### config.mk
export PLATFORM = sky130hd
export DESIGN_NAME = spi_xfer_engine
export DESIGN_NICKNAME = d
export VERILOG_FILES = /design/src/rtl/spi_pkg.sv /design/src/rtl/spi_clk_div.sv /design/src/rtl/spi_xfer_engine.sv
export SDC_FILE = /design/constraint.sdc
export NUM_CORES = 1
export LEC_CHECK = 0
export CAP_MARGIN = 20
export CORE_MARGIN = 2
export CORE_UTILIZATION = 58
export CTS_BUF_LIST = sky130_fd_sc_hd__clkbuf_16
export CTS_CLUSTER_DIAMETER = 200
export CTS_CLUSTER_SIZE = 25
export DETAILED_ROUTE_END_ITERATION = 12
export PLACE_DENSITY = 0.87
export SYNTH_ARGS = -nofsm -noshare
export SYNTH_HDL_FRONTEND = slang
export SYNTH_SLANG_ARGS = --single-unit
### constraint.sdc
create_clock -name clk -period 5.43 [get_ports clk]
set_clock_uncertainty 0.05 [all_clocks]
set_input_delay 1.086 -clock clk [delete_from_list [all_inputs] [get_ports clk]]
set_output_delay 1.086 -clock clk [all_outputs]
set_load 0.02 [all_outputs]
### src/rtl/spi_pkg.sv
// Shared types for the SPI frame engine: FSM states, mode bundle and the four
// standard CPOL/CPHA mode constants.
package spi_pkg;

  typedef enum logic [1:0] {
    IDLE,
    SETUP,
    SHIFT,
    HOLD
  } spi_state_t;

  typedef struct packed {
    logic cpol;
    logic cpha;
    logic lsb_first;
  } spi_mode_t;

  localparam spi_mode_t SPI_MODE0 = '{cpol: 1'b0, cpha: 1'b0, lsb_first: 1'b0};
  localparam spi_mode_t SPI_MODE1 = '{cpol: 1'b0, cpha: 1'b1, lsb_first: 1'b0};
  localparam spi_mode_t SPI_MODE2 = '{cpol: 1'b1, cpha: 1'b0, lsb_first: 1'b0};
  localparam spi_mode_t SPI_MODE3 = '{cpol: 1'b1, cpha: 1'b1, lsb_first: 1'b0};

endpackage

### src/rtl/spi_clk_div.sv
// Half-period tick generator: counts 0..div and ticks on the last count, so
// one tick every div+1 cycles. Clearing or ticking restarts the count at 0.
module spi_clk_div #(
  parameter int DIVW = 8
) (
  input  logic            clk,
  input  logic            rst,
  input  logic            clr,
  input  logic [DIVW-1:0] div,
  output logic            tick
);

  logic [DIVW-1:0] cnt;

  assign tick = (cnt == div);

  always_ff @(posedge clk or negedge rst) begin
    if (!rst) begin
      cnt <= '0;
    end else if (clr || tick) begin
      cnt <= '0;
    end else begin
      cnt <= cnt + DIVW'(1);
    end
  end

endmodule

### src/rtl/spi_xfer_engine.sv
// SPI master frame engine: CS/SCLK generation, all CPOL/CPHA modes, runtime
// length, bit order and divider. Define SPI_RX_EN to build the receive path.
module spi_xfer_engine
  import spi_pkg::*;
#(
  parameter int DW   = 16,
  parameter int LW   = $clog2(DW),
  parameter int DIVW = 8
) (
  input  logic            clk,
  input  logic            rst,
  input  logic            start,
  input  logic [DW-1:0]   tx_data,
  input  logic [LW-1:0]   len,
  input  logic            cpol,
  input  logic            cpha,
  input  logic            lsb_first,
  input  logic [DIVW-1:0] clk_div,
  input  logic            miso,
  output logic            busy,
  output logic            done,
  output logic [DW-1:0]   rx_data,
  output logic            sclk,
  output logic            mosi,
  output logic            cs_n
);

  localparam logic [LW-1:0] LEN_MAX = LW'(DW - 1);

  spi_state_t      state, state_nxt;
  spi_mode_t       mode_q;
  logic [DW-1:0]   tx_q;
  logic [LW-1:0]   len_q;
  logic [LW-1:0]   bit_cnt;
  logic [DIVW-1:0] div_q;
  logic            phase;
  logic            sclk_q;
  logic            mosi_q;
  logic            done_q;
  logic            tick;

  logic [LW-1:0]   len_c;
  logic [LW-1:0]   first_idx;
  logic [LW-1:0]   cur_idx;
  logic [LW-1:0]   nxt_idx;
  logic            shift_tick;
  logic            last_bit;

  spi_clk_div #(.DIVW(DIVW)) u_clk_div (
    .clk  (clk),
    .rst  (rst),
    .clr  (state == IDLE),
    .div  (div_q),
    .tick (tick)
  );

  // Widen before comparing so the clamp stays meaningful when DW is not a power of two.
  assign len_c      = ({1'b0, len} > (LW + 1)'(DW - 1)) ? LEN_MAX : len;
  assign first_idx  = lsb_first ? '0 : len_c;
  assign shift_tick = (state == SHIFT) && tick;
  assign last_bit   = (bit_cnt == '0);

  // bit_cnt counts down from len; LSB-first mirrors it around len.
  always_comb begin
    cur_idx = bit_cnt;
    nxt_idx = bit_cnt - LW'(1);
    if (mode_q.lsb_first) begin
      cur_idx = len_q - bit_cnt;
      nxt_idx = len_q - bit_cnt + LW'(1);
    end
  end

  // NOTE: sequential state uses non-blocking assignments so every register
  // samples pre-edge values regardless of process ordering.
  always_ff @(posedge clk or negedge rst) begin
    if (!rst) begin
      state <= IDLE;
    end else begin
      state <= state_nxt;
    end
  end

  // NOTE: every always_comb output gets a default first so no path infers a latch.
  always_comb begin
    state_nxt = state;
    case (state)
      IDLE:    if (start) state_nxt = SETUP;
      SETUP:   if (tick) state_nxt = SHIFT;
      SHIFT:   if (shift_tick && phase && last_bit) state_nxt = HOLD;
      HOLD:    if (tick) state_nxt = IDLE;
      default: state_nxt = IDLE;
    endcase
  end

  always_comb begin
    busy = (state != IDLE);
    cs_n = (state == IDLE);
    mosi = (state == IDLE) ? 1'b1 : mosi_q;
  end

  assign sclk = sclk_q;
  assign done = done_q;

  // phase=0: next SCLK edge is the leading (odd) edge; phase=1: trailing (even).
  always_ff @(posedge clk or negedge rst) begin
    if (!rst) begin
      mode_q  <= SPI_MODE0;
      tx_q    <= '0;
      len_q   <= '0;
      bit_cnt <= '0;
      div_q   <= '0;
      phase   <= 1'b0;
      sclk_q  <= 1'b0;
      mosi_q  <= 1'b1;
      done_q  <= 1'b0;
    end else begin
      done_q <= 1'b0;
      case (state)
        IDLE: begin
          sclk_q <= cpol;
          if (start) begin
            mode_q  <= '{cpol: cpol, cpha: cpha, lsb_first: lsb_first};
            tx_q    <= tx_data;
            len_q   <= len_c;
            bit_cnt <= len_c;
            div_q   <= clk_div;
            phase   <= 1'b0;
            mosi_q  <= cpha ? 1'b1 : tx_data[first_idx];
          end
        end
        SHIFT: begin
          if (tick) begin
            sclk_q <= ~sclk_q;
            phase  <= ~phase;
            if (!phase) begin
              if (mode_q.cpha) mosi_q <= tx_q[cur_idx];
            end else begin
              if (!mode_q.cpha && !last_bit) mosi_q <= tx_q[nxt_idx];
              bit_cnt <= bit_cnt - LW'(1);
            end
          end
        end
        HOLD: begin
          if (tick) done_q <= 1'b1;
        end
        default: ;
      endcase
    end
  end

`ifdef SPI_RX_EN
  logic [DW-1:0] rx_sh;
  logic [DW-1:0] rx_q;

  // Sample on the leading edge for cpha=0 and the trailing edge for cpha=1.
  always_ff @(posedge clk or negedge rst) begin
    if (!rst) begin
      rx_sh <= '0;
      rx_q  <= '0;
    end else begin
      if (state == IDLE && start) begin
        rx_sh <= '0;
      end else if (shift_tick && (phase == mode_q.cpha)) begin
        rx_sh[cur_idx] <= miso;
      end
      if (state == HOLD && tick) rx_q <= rx_sh;
    end
  end

  assign rx_data = rx_q;
`else
  logic unused_miso;
  assign unused_miso = miso;
  assign rx_data     = '0;
`endif

endmodule

==> metrics.yaml <==
grt:
  grt_max_degree: 49
  use_met1: 0.321
  grt_antenna_before_repair: 0
  groute.usage.overall: 0.250
  grt_pass1_vias: 2510
  grt_busiest_layer: "met2"
  grtUsageMet2: 0.418
  gr-total-overflow: 0
  use_met3: 0.0575
  grt_pass1_wl_um: 12000
yosys:
  synth_top_area_share: 0.368
  synth_cell_types: 51
  syn_area_um2: 3200
  synth-compound-area-share: 0.109
  syn_area_per_cell_um2: 9.90
  synthFlopType: "dfrtp_1"
  synthTopCellsByArea: "dfrtp_1 (37%), mux2_2 (13%), mux2i_1 (4.7%), ha_1 (4.3%), xnor2_1 (3.8%)"
  synth_xor_area_frac: 0.0618
  synthSimpleGateAreaFrac: 0.146
  synthArstFlopShare: 1.00
  ys_ff_latch: 48
  yosys_warnings: 0
  yosys.area.top_type: "dfrtp_1"
  seq_area_frac_synth: 0.376
  yosysMostFrequentCell: "dfrtp_1"
  synth_common_cells: "dfrtp_1 (47), mux2_2 (36), nor2_1 (28)"
  synthAdderAreaFrac: 0.0493
  synth_top_family_by_area: "multiplexers"
  netlist_instances: 323
  synth-edff-count: 0
  synthMuxAreaShare: 0.181
routing:
  first_pass_iters: 4
  post_drt_wl_per_cell_um: 16.5
  via_count: 2531
  route.antenna.remaining_nets: 0
  drt-vias-per-instance: 5.89
  drt_iter0_drc: 142
  drt-total-wl_um: 7110
  drc_errors: 0
placement:
  place_area_um2: 3540
  placed_cells: 421
  port_buffers: 38
  hpwl_um: 5130
  place_ws_ns: 2.25
  gp_congestion: 0.879
setup_path:
  reg2regPathDepth: 11
  worstPathRequired_ns: 5.60
  reg2reg_to: "mosi_q$_DFFE_PN1P_"
  r2r-start: "bit_cnt[0]$_DFFE_PN0P_"
  cp-start-kind: "register"
  crit_path_end: "mosi_q$_DFFE_PN1P_"
  cp-end-kind: "register"
  crit_start: "bit_cnt[0]$_DFFE_PN0P_"
  critPathMaxFanout: 12
  reg2reg_slack_ns: 2.20
  worstSetupPathType: "reg2reg"
  cp_data_arrival_time_ns: 3.40
clocking:
  cts_setup_buffers: 0
  clk_path_buf_depth: 2
  ctsResizeCount: 0
  cts_root_buf: "clkbuf_16"
  clk_pin_slew_worst_paths_ns: 0.06
  cts_tree: "done"
  hold_buffers: 0
  insertion_delay_ns: 0.29
  clock_sinks: 48
  h-tree-depth: 2
  cts_buffers: 5
timing:
  period_minus_slack_ns: 3.23
  slew_headroom: 0.592
  fin_ws_ns: 2.20
  rsz0062_at_grt: "false"
  finalSetupViolCount: 0
  hold_viol: 0
  setup_tns_ns: 0
  fin_crit_sh: 0.595
  fmax_mhz: 309
  slew_viol_final: 0
  worst_pin_slew_ns: 0.612
  holdWs_ns: 0.458
floorplan:
  fp.dieH_um: 78.3
  start_util: 0.592
  die_area_um2: 6120
  die_w_um: 78.3
  coreArea_um2: 5410
  rows: 27
  io_pins: 56
power_and_ir_drop:
  leakage_nw: 1.60
  vdd_drop_max_v: 0.000435
  powerDensity_nw_per_um2: 670
  total_power_mw: 2.48
flow_run:
  drv_cap: 0
worst_hold_path:
  min_path_type: "reg2reg"
cells_and_area:
  final_cells: 430
  synthToLayoutAreaGrowth_pct: 15.8
  finalNetCount: 404
  fillers: 405
  n_antenna_cell: 0
  final_util: 0.685
  multi_input_area_um2: 1810
  fin_area_um2: 3700
  drive_above_1_share: 0.145
  seq_area_um2: 1200
outcome:
  status: "completed"
power by group:
group          total, mW  switching (mW)  internal [mW]
Combinational       1.44           0.716          0.727
Clock              0.303           0.133          0.170
Sequential         0.736           0.211          0.524
layout make-up:
class                   count  area share
inverters                  15      0.0152
multi-input cells         247       0.488
repair buffers             40       0.109
flip-flops and latches     48       0.325
clock buffers               5      0.0338
well taps                  72      0.0243
clock inverters             3     0.00507
cell usage in the layout, fill, tap and decap left out, types with 3 or more instances in the layout:
master,netlist,final
xnor2_1,14,14
conb_1,1,16
nor2b_1,10,10
nand2b_1,4,4
clkbuf_16,0,5
o211ai_1,5,5
or2_2,3,3
inv_1,15,15
ha_1,11,11
nand3_1,7,7
mux2i_1,15,15
nor2_1,28,28
clkdlybuf4s50_1,0,37
a21oi_1,16,16
dfrtp_1,47,47
o21ai_0,16,16
xor2_1,6,6
mux2_2,36,36
nor3_1,7,7
o221ai_1,4,4
nand2_1,13,13
sequential cells by signal (all words and copies together) (netlist names):
register	count
tx_q	16
sclk	1
len_q	4
bit_cnt	4
state	2
mosi_q	1
phase	1
mode_q	2
u_clk_div.cnt	8
done	1
div_q	8
layer usage:
| layer | up-vias | share of wire |
|---|---|---|
| li1 | 1175 | - |
| met1 | 1225 | 0.42 |
| met2 | 115 | 0.50 |
| met3 | 16 | 0.068 |
| met4 | 0 | 0.015 |
| met5 | - | 0 |
worst min-delay path by stage:
stage                          from                   end  cells after the start
6_report       tx_q[13]$_DFFE_PN0P_  tx_q[13]$_DFFE_PN0P_                      1
5_1_grt        tx_q[13]$_DFFE_PN0P_  tx_q[13]$_DFFE_PN0P_                      1
4_1_cts        tx_q[13]$_DFFE_PN0P_  tx_q[13]$_DFFE_PN0P_                      1
3_5_place_dp   tx_q[13]$_DFFE_PN0P_  tx_q[13]$_DFFE_PN0P_                      1
3_3_place_gp   tx_q[13]$_DFFE_PN0P_  tx_q[13]$_DFFE_PN0P_                      1
2_1_floorplan   tx_q[1]$_DFFE_PN0P_   tx_q[1]$_DFFE_PN0P_                      2
logic make-up after synthesis:
| kind of cell | count (synthesis) |
|---|---|
| other | 1 |
| xor gates and xnor gates | 21 |
| DFF | 48 |
| buffers and inverters | 43 |
| adders and majority gates | 12 |
| AOI/OAI and AO/OA | 55 |
| muxes | 52 |
| and+or+nand+nor | 91 |
worst max-delay path: stages, from the launching register on:
cell	delay, ns
dfrtp_1	0.57
ha_1	0.23
inv_1	0.05
fa_1	0.55
ha_1	0.24
and2_1	0.14
or2_2	0.38
mux2i_1	0.15
mux2_2	0.27
o211ai_1	0.18
o2111ai_1	0.14
a31oi_1	0.20
Power figures use the tool's default switching activity.
